`src/rtl/cube_net_driver.sv`:
```
// cube_net_driver: host-side initiator for the cube solver network.
// Collects WORDS state words from the host, pulses net_load, streams the
// words on net_d, then waits (bounded by TIMEOUT) for the network's move code
// and hands it back to the host over a valid/ready handshake.
module cube_net_driver #(
  parameter int DATA_W  = 120,
  parameter int WORDS   = 4,
  parameter int TIMEOUT = 4096
) (
  input  logic              clk,
  input  logic              rst_n,
  input  logic              in_valid,
  output logic              in_ready,
  input  logic [DATA_W-1:0] in_data,
  output logic              net_load,
  output logic [DATA_W-1:0] net_d,
  input  logic              net_valid,
  input  logic [3:0]        net_q,
  output logic              out_valid,
  input  logic              out_ready,
  output logic [3:0]        out_move,
  output logic              out_timeout,
  output logic              busy
);

  localparam int              IDX_W    = (WORDS > 1) ? $clog2(WORDS) : 1;
  localparam logic [IDX_W-1:0] LAST_IDX = IDX_W'(WORDS - 1);
  localparam logic [15:0]     TO_LAST  = 16'(TIMEOUT - 1);

  typedef enum logic [2:0] {
    S_IDLE,
    S_LOAD,
    S_STREAM,
    S_WAIT,
    S_DONE
  } state_t;

  state_t              r_state;
  state_t              w_next;
  logic [IDX_W-1:0]    r_idx;
  logic [15:0]         r_cnt;
  logic [DATA_W-1:0]   r_word [WORDS];
  logic [3:0]          r_move;
  logic                r_timeout;
  logic                w_in_hs;

  assign out_move    = r_move;
  assign out_timeout = r_timeout;

  // State register.
  always_ff @(posedge clk or negedge rst_n) begin
    if (!rst_n) r_state <= S_IDLE;
    else        r_state <= w_next;
  end

  // Next-state decode and state-driven outputs; net_d is zero outside STREAM.
  always_comb begin
    w_next    = r_state;
    in_ready  = 1'b0;
    net_load  = 1'b0;
    net_d     = '0;
    out_valid = 1'b0;
    busy      = 1'b1;
    w_in_hs   = 1'b0;
    case (r_state)
      S_IDLE: begin
        in_ready = 1'b1;
        busy     = 1'b0;
        w_in_hs  = in_valid;
        if (in_valid && (r_idx == LAST_IDX)) w_next = S_LOAD;
      end
      S_LOAD: begin
        net_load = 1'b1;
        w_next   = S_STREAM;
      end
      S_STREAM: begin
        net_d = r_word[r_idx];
        if (r_idx == LAST_IDX) w_next = S_WAIT;
      end
      S_WAIT: begin
        if (net_valid || (r_cnt == TO_LAST)) w_next = S_DONE;
      end
      S_DONE: begin
        out_valid = 1'b1;
        if (out_ready) w_next = S_IDLE;
      end
      default: w_next = S_IDLE;
    endcase
  end

  // Word index: counts host handshakes in IDLE, then walks the stream; wraps to 0 after the last word.
  always_ff @(posedge clk or negedge rst_n) begin
    if (!rst_n) begin
      r_idx <= '0;
    end else if (w_in_hs || (r_state == S_STREAM)) begin
      r_idx <= (r_idx == LAST_IDX) ? '0 : r_idx + 1'b1;
    end
  end

  // Cube-state buffer, written only on host handshakes and kept after use.
  always_ff @(posedge clk or negedge rst_n) begin
    if (!rst_n) begin
      for (int i = 0; i < WORDS; i++) r_word[i] <= '0;
    end else if (w_in_hs) begin
      r_word[r_idx] <= in_data;
    end
  end

  // Wait counter: cleared while streaming so WAIT always starts from zero.
  always_ff @(posedge clk or negedge rst_n) begin
    if (!rst_n) begin
      r_cnt <= '0;
    end else if (r_state == S_STREAM) begin
      r_cnt <= '0;
    end else if ((r_state == S_WAIT) && !net_valid && (r_cnt != TO_LAST)) begin
      r_cnt <= r_cnt + 16'd1;
    end
  end

  // Result capture: a network result beats a timeout landing on the same cycle.
  always_ff @(posedge clk or negedge rst_n) begin
    if (!rst_n) begin
      r_move    <= 4'h0;
      r_timeout <= 1'b0;
    end else if (r_state == S_WAIT) begin
      if (net_valid) begin
        r_move    <= net_q;
        r_timeout <= 1'b0;
      end else if (r_cnt == TO_LAST) begin
        r_move    <= 4'hF;
        r_timeout <= 1'b1;
      end
    end
  end

endmodule

```
`config.mk`:
```
export PLATFORM = sky130hd
export DESIGN_NAME = cube_net_driver
export DESIGN_NICKNAME = d
export VERILOG_FILES = /design/src/rtl/cube_net_driver.sv
export SDC_FILE = /design/constraint.sdc
export NUM_CORES = 1
export LEC_CHECK = 0
export ABC_AREA = 0
export BUFFER_PORTS_ARGS = -buffer_cell sky130_fd_sc_hd__buf_2
export CAP_MARGIN = 25
export CORE_ASPECT_RATIO = 0.6
export CORE_MARGIN = 2
export CORE_UTILIZATION = 60
export CTS_BUF_LIST = sky130_fd_sc_hd__clkbuf_4
export CTS_CLUSTER_DIAMETER = 40
export DETAILED_ROUTE_END_ITERATION = 8
export PLACE_DENSITY = 0.81
export REMOVE_ABC_BUFFERS = 1
export SLEW_MARGIN = 20
export SYNTH_ARGS = -nofsm -noshare
export SYNTH_HDL_FRONTEND = slang
export SYNTH_SLANG_ARGS = --single-unit
```
`constraint.sdc`:
```
create_clock -name clk -period 7 [get_ports clk]
set_input_delay 0.35 -clock clk [delete_from_list [all_inputs] [get_ports clk]]
set_output_delay 0.35 -clock clk [all_outputs]
set_load 0.03 [all_outputs]
```
==> results.md, run 1 <==
* DRT Wirelength at 53800 µm
* Max IR drop VDD at approximately 0.25 mV
* GP Congestion at 0.784
* Grt total ovfl at 0
* Placed Area at about 0.026 mm²
* Layout cells sized above 1 at 51.0%
* Max cap viols at 0
* Multi-input logic area at between 0.01 and 0.015 mm²
* Die area at 0.0423 mm²
* Worst Reg-to-Reg Cells at 5
* Drt drc at 0
* Final hold viol count at 0
* Fin nets at 2012
* Sum Neg Setup Slack at 0 ps
* Root Driver: clkbuf_4
* Layout fillers at 2545
* Leakage at ~14 nW
* Pre-CTS WS at 3460 ps
* Largest net degree at the start of global routing at 186
* Total Routing Usage GR at 26.2%
* FF/Latch Area at between 0.01 and 0.015 mm²
* Register area share after synthesis at between 50% and 60%
* Slew headroom at 29.3%
* RSZ-0062 raised after global routing: no
* Horiz. Die Dim at 264 µm
* Port Buf Inserts at between 200 and 300
* Post-CTS sizing at 0
* Vias in the first global route at about 16000
* R2r startpoint: r_idx[1]$_DFFE_PN0P_
* Status: complete, no violations
* Fin crit share at 54.9%
* Clk pin slew, worst setup/hold paths at 80 ps
* Top cells by count, synth: dfrtp_1 (506), mux2_4 (341), mux4_2 (120), nor2b_1 (120), mux2_2 (81)
* Starting density of the core at roughly three fifths
* Pwr Total at 13.8 mW
* Mapped cell area at 0.0244 mm²
* Die H at 160 µm
* Post-route setup slack at roughly 3200 ps
* Reg-to-Reg End: r_word[253]$_DFFE_PN0P_
* Final setup fails at 0
* Synthesis Warnings at 0
* Row Count at 57
* Critical Path End Type: output port
* Worst-path maximum fanout at 30
* Post-synth top area share at approximately half
* Count leader, synth: dfrtp_1
* Post-layout minimum cycle time at 3840 ps
* I/O Pins at 258
* Async SR Flop Fraction at 100%
* Via count at 14300
* Post-CTS Setup Bufs at 0
* CP endpoint: net_d[65]
* First-pass GRT wire length at 88500 µm
* Iter 0 DRT Violations at 1085
* Routed Antenna Nets at 0
* Top cells by area, synth: dfrtp_1 (52%), mux2_4 (21%), mux4_2 (11%)
* Sink Count at 506
* Worst Setup SP: r_idx[0]$_DFFE_PN0P_
* Critical Path RT at 6650 ps
* Clk_lat worst skew at ~840 ps
* CTS tree: built
* Pwr Density at 483 mW/mm²
* Worst-Margin Slew at between 1000 and 1500 ps
* CTS H-tree depth at 3
* Area Overhead vs Synth at 17.5%
* Netlist cell types at 50
* Num CTS Buffers at 116
* Post-Syn Instances at 1456
* Avg WL per Cell at ~22 µm
* Final instance area at 0.0286 mm²
* Worst hold-check path type: input pin to asynchronous set/reset pin
* HPWL Detailed at 30900 µm
* Synth Flop Type: dfrtp_1
* Post-synth EDFFs at 0
* Setup crit start kind: flip-flop
* Initial antenna violation count at 4
* TritonRoute pass-1 iters at 5
* Clock Skews at around 67 ps
* Number of synthesized register bits at 506
* Routed vias/inst at roughly 5.7
* Max Clk Rate at 260 MHz
* WS Path Type: flip-flop to output port
* CTS Buffer Depth at 3
* Worst R2R Setup Slack at between 3000 and 4000 ps
* Crit path DAT at 3490 ps
* Post-synth top area cell: dfrtp_1
* Slew Viols, Final at 0
* Syn avg cell area at 16.7 µm²
* Core area at between 0.04 and 0.05 mm²
* End-of-flow core utilization at a little under three quarters
kinds of logic (layout without fill, tap and decap cells):
group / Yosys count / after routing / share of synthesized area (%)
and+or+nand+nor: 187 / 187 / 4.64
buffers and inverters: 111 / 620 / 3.19
AOI/OAI and AO/OA: 39 / 39 / 1.04
other: 0 / 4 / 0
DFF: 506 / 506 / 52.0
adders and majority gates: 5 / 5 / 0.257
muxes: 608 / 608 / 38.9
where the power goes:
part	internal, mW	switching, mW	leakage (nW)
registers	4.35	0.936	6.15
logic	3.59	2.60	7.08
clock network	1.13	1.20	0.844
total	9.07	4.73	14.1
worst min path at each step:
stage,endpoint,cells past startpoint
6_report,r_word[47]$_DFFE_PN0P_,2
3_5_place_dp,r_word[262]$_DFFE_PN0P_,1
5_1_grt,r_word[47]$_DFFE_PN0P_,2
2_1_floorplan,out_move[0]$_DFFE_PN0P_,0
3_3_place_gp,r_word[262]$_DFFE_PN0P_,1
4_1_cts,r_word[72]$_DFFE_PN0P_,2
what timing repair did:
item / in CTS / in global routing
setup endpoints to repair: 0 / 0
hold buffers: 128 / 0
endpoints found under the hold margin: 594 / 0
worst max-delay path, stage by stage, from the launching register on:
cell     delay (ps)
dfrtp_4         780
buf_12          300
buf_4           600
mux4_2          620
nor2b_1         160
buf_2           230
stage by stage:
| step | hold WS, ps | std cells |
|---|---|---|
| CTS | 166 | 2491 |
| global placement | 460 | 2158 |
| finish | 174 | 2500 |
| global route | 172 | 2499 |
| floorplan | 54.4 | 1357 |
| detailed placement | 472 | 2158 |
registers in the layout (all words and copies together) (netlist names):
| signal | flops |
|---|---|
| r_cnt | 16 |
| r_idx | 2 |
| out_move | 4 |
| out_timeout | 1 |
| r_word | 480 |
| r_state | 3 |
layer usage:
layer	GRT usage, %	up-vias	wire [µm]
met1	37.7	7590	24300
li1	-	6236	-
met4	7.77	0	1110
met5	0	-	0
met3	6.08	98	2950
met2	40.3	422	25500
area by class of cell:
class	count	area share (%)
tap	531	2.32
multi-input combinational	839	38.3
sequential	506	44.3
clock buffer	159	4.17
inverter	12	0.157
timing repair buffer	403	9.87
clock inverter	46	0.883
antenna	4	0.0350
cell usage in the layout (no fill, tap or decap), drive strengths merged, types with 5 or more instances in the layout:
| cell | n |
|---|---|
| a21oi | 12 |
| and3 | 5 |
| buf | 274 |
| clkbuf | 160 |
| clkinv | 39 |
| dfrtp | 506 |
| dlygate4sd3 | 128 |
| ha | 5 |
| inv | 14 |
| mux2 | 481 |
| mux2i | 7 |
| mux4 | 120 |
| nand2 | 21 |
| nor2 | 9 |
| nor2b | 120 |
Note: power is estimated with default switching activity, not from simulation.
==> inputs of run 2 (changes only) <==
--- a/config.mk
+++ b/config.mk
@@ -10,11 +10,11 @@
 export CAP_MARGIN = 25
 export CORE_ASPECT_RATIO = 0.6
 export CORE_MARGIN = 2
-export CORE_UTILIZATION = 60
+export CORE_UTILIZATION = 55
 export CTS_BUF_LIST = sky130_fd_sc_hd__clkbuf_4
 export CTS_CLUSTER_DIAMETER = 40
 export DETAILED_ROUTE_END_ITERATION = 8
-export PLACE_DENSITY = 0.81
+export PLACE_DENSITY = 0.78
 export REMOVE_ABC_BUFFERS = 1
 export SLEW_MARGIN = 20
 export SYNTH_ARGS = -nofsm -noshare
==> constraint.sdc (replaced) <==
create_clock -name clk -period 3.4 [get_ports clk]
set_input_delay 0.17 -clock clk [delete_from_list [all_inputs] [get_ports clk]]
set_output_delay 0.17 -clock clk [all_outputs]
set_load 0.03 [all_outputs]
==> run 2 against run 1 <==
Compared with the run above: clock-buffer cell count grew 9; sequential share of layout area fell by 0.54 points; sequential power is 100% higher; clock skew fell by 12 ps; die area increased by 8.9%; highest routed layer is now met5; critical path type unchanged; critical endpoint is now net_d[68]; critical path depth down 1; largest power group unchanged; core utilization is 4.5 points lower; global-route usage down 1.5 points.
==> results.md, run 2 (same netlist as run 1, synthesis figures left out) <==
* Status: complete, no violations (unchanged)
* Via count at 14300 (about the same)
* Drt drc at 0 (unchanged)
* Horiz. Die Dim at 276 µm (was 264 µm)
* Final hold viol count at 0 (unchanged)
* Die H at 167 µm (was 160 µm)
* Routed Antenna Nets at 0 (unchanged)
* Worst R2R Setup Slack at 890 ps (was 3540 ps)
* Iter 0 DRT Violations at 1010 (was 1085)
* WS Path Type: flip-flop to output port (unchanged)
* Row Count at 59 (was 57)
* Max IR drop VDD at 0.570 mV (was 0.252 mV)
* Most frequent cells in the layout: dfrtp_1 (504), mux2_4 (341), buf_2 (256) (unchanged)
* Final setup fails at 0 (unchanged)
* Port Buf Inserts at 257 (unchanged)
* R2r startpoint: r_state[0]$_DFFE_PN0P_ (was r_idx[1]$_DFFE_PN0P_)
* Total Routing Usage GR at 24.7% (was 26.2%)
* Fin crit share at 93.1%
* I/O Pins at 258 (unchanged)
* Clk network pwr share at 16.8% (was 16.9%)
* Root Driver: clkbuf_4 (unchanged)
* Starting density of the core at 56.0% (was 60.5%)
* Clock Skews at 55.2 ps (was 67.2 ps)
* CTS H-tree depth at 3 (unchanged)
* Fin nets at 2032 (was 2012)
* Slew headroom at 38.5% (was 29.3%)
* Worst hold stages at 3
* Reg-to-Reg End: r_word[190]$_DFFE_PN0P_ (was r_word[253]$_DFFE_PN0P_)
* Routed vias/inst at 5.58 (was 5.74)
* Sink Count at 506 (unchanged)
* Max Clk Rate at 316 MHz
* CTS Buffer Depth at 3 (unchanged)
* Clk_lat worst skew at 800 ps (was 840 ps)
* Num CTS Buffers at 117 (was 116)
* Highest Signal Layer: met5 (was met4)
* Max cap viols at 0 (unchanged)
* Worst-path maximum fanout at 55 (was 30)
* Slew Viols, Final at 0 (unchanged)
* Post-CTS sizing at 0 (unchanged)
* Post-layout minimum cycle time at 3160 ps
* Largest net degree at the start of global routing at 128 (was 186)
* GP Congestion at 0.772 (was 0.784)
* Grt total ovfl at 0 (unchanged)
* Largest register by flop count: r_word (unchanged)
* Most common cell after layout, fill and taps aside: dfrtp_1 (unchanged)
* Worst path max stage delay at 690 ps (was 780 ps)
* Max FFs per register at 480 (unchanged)
* Pwr Density at 988 mW/mm² (was 483 mW/mm²)
* Final instance area at 0.0290 mm² (was 0.0286 mm²)
* Switching Share at 34.1% (was 34.3%)
* Part of the power in combinational logic at 45.7% (was 44.8%)
* CTS tree: built (unchanged)
* Worst Min Path Start: net_valid
* WL met3 at 2630 µm (was 2950 µm)
* Setup crit start kind: flip-flop (unchanged)
* Met1 wire length at 25100 µm (was 24300 µm)
* Initial antenna violation count at 4 (unchanged)
* Worst Hold Endpoint: out_timeout$_DFFE_PN0P_
* Crit-path cells: buf_4 -> mux4_2 -> nor2b_1 -> buf_2 (was buf_12 -> buf_4 -> mux4_2 -> nor2b_1 -> buf_2)
* End-of-flow core utilization at 66.6% (was 71.1%)
* Avg WL per Cell at 21.5 µm (about the same)
* Core area at 0.0435 mm² (was 0.0402 mm²)
* NetSw at 9.76 mW (was 4.73 mW)
* Worst Reg-to-Reg Cells at 6 (was 5)
* Die area at 0.0460 mm² (was 0.0423 mm²)
* Layout cells sized above 1 at 51.9% (was 51.0%)
* Crit path DAT at 2990 ps (was 3490 ps)
* Critical Path RT at 3230 ps (was 6650 ps)
* Post-CTS Setup Bufs at 0 (unchanged)
* WL met2 at 26400 µm (was 25500 µm)
* Leakage at 14.2 nW (was 14.1 nW)
* Seq pwr share at 37.5% (was 38.3%)
* HPWL Detailed at 33800 µm (was 30900 µm)
* Critical Path End Type: output port (unchanged)
* CP max-delay cell: buf_4 (was dfrtp_4)
* Sum Neg Setup Slack at 0 ps (unchanged)
* Worst hold-check path type: input pin to flip-flop (was input pin to asynchronous set/reset pin)
* First-pass GRT wire length at 89600 µm (was 88500 µm)
* Pint at 18.9 mW (was 9.07 mW)
* RSZ-0062 raised after global routing: no (unchanged)
* Clk pin slew, worst setup/hold paths at 70 ps (was 80 ps)
* DRT Wirelength at 55100 µm (was 53800 µm)
* Area Overhead vs Synth at 18.9% (was 17.5%)
* Layout fillers at 2910 (was 2545)
* Placed Area at 0.0262 mm² (was 0.0258 mm²)
* Hold_buf cts at 130 (was 128)
* Vias in the first global route at 15800 (about the same)
* Worst-Margin Slew at 915 ps (was 1060 ps)
* Hold slack at 153 ps (was 174 ps)
* TritonRoute pass-1 iters at 5 (unchanged)
[run 2: changes by cell type in the layout (fill, tap and decap cells not counted), sizes merged]
cell | before | now
buf | 274 | 293
clkinvlp | 3 | 0
diode | 4 | 6
clkbuf | 160 | 168
dlygate4sd3 | 128 | 129
clkinv | 39 | 28
[run 2: how the worst max path moves through the flow]
stage,startpoint,endpoint,slack (ps)
detailed placement,r_state[0]$_DFFE_PN0P_,r_word[190]$_DFFE_PN0P_,900
global route,r_idx[1]$_DFFE_PN0P_,net_d[68],90
global placement,r_state[1]$_DFFE_PN0P_,r_word[236]$_DFFE_PN0P_,950
CTS,r_idx[1]$_DFFE_PN0P_,net_d[68],150
floorplan,r_idx[0]$_DFFE_PN0P_,r_word[120]$_DFFE_PN0P_,-6290
finish,r_idx[1]$_DFFE_PN0P_,net_d[68],240
[run 2: cell type report]
cell class              instances  area [µm²]  share of cell area, %
diodes                          6        15.0                 0.0518
inverters                      12        45.0                  0.156
clock buffers                 168        1260                   4.35
flip-flops and latches        506       12700                   43.7
multi-input cells             839       10900                   37.8
repair buffers                422        3120                   10.8
clock inverters                32         183                  0.631
well taps                     579         724                   2.50
[run 2: power groups by stage]
stage	clock network [mW]	logic (mW)	registers, mW
final	4.80	13.1	10.7
after global routing	5.28	13.9	11.0
after CTS	4.93	13.2	10.7
after detailed placement	0	13.0	10.7
after global placement	0	12.7	10.5
after floorplan	0	10.3	10.5
[run 2: metrics by stage]
step	worst slack [ps]	instances	total power, mW
after floorplan	-6290	1357	20.8
after global placement	953	2228	23.2
after detailed placement	896	2228	23.7
after CTS	151	2558	28.8
after global routing	93.3	2561	30.2
final	236	2564	28.6
[run 2: critical path, delay by kind of cell, from the launching register on]
family	cells	cell delay (ps)
buffers and inverters	2	960
DFF	1	550
muxes	1	340
and+or+nand+nor	1	320
[run 2: layer usage]
metal / vias up / track usage (%)
met4: 2 / 6.72
met5: - / 0
li1: 6286 / -
met3: 86 / 5.12
met2: 359 / 38.5
met1: 7581 / 35.4
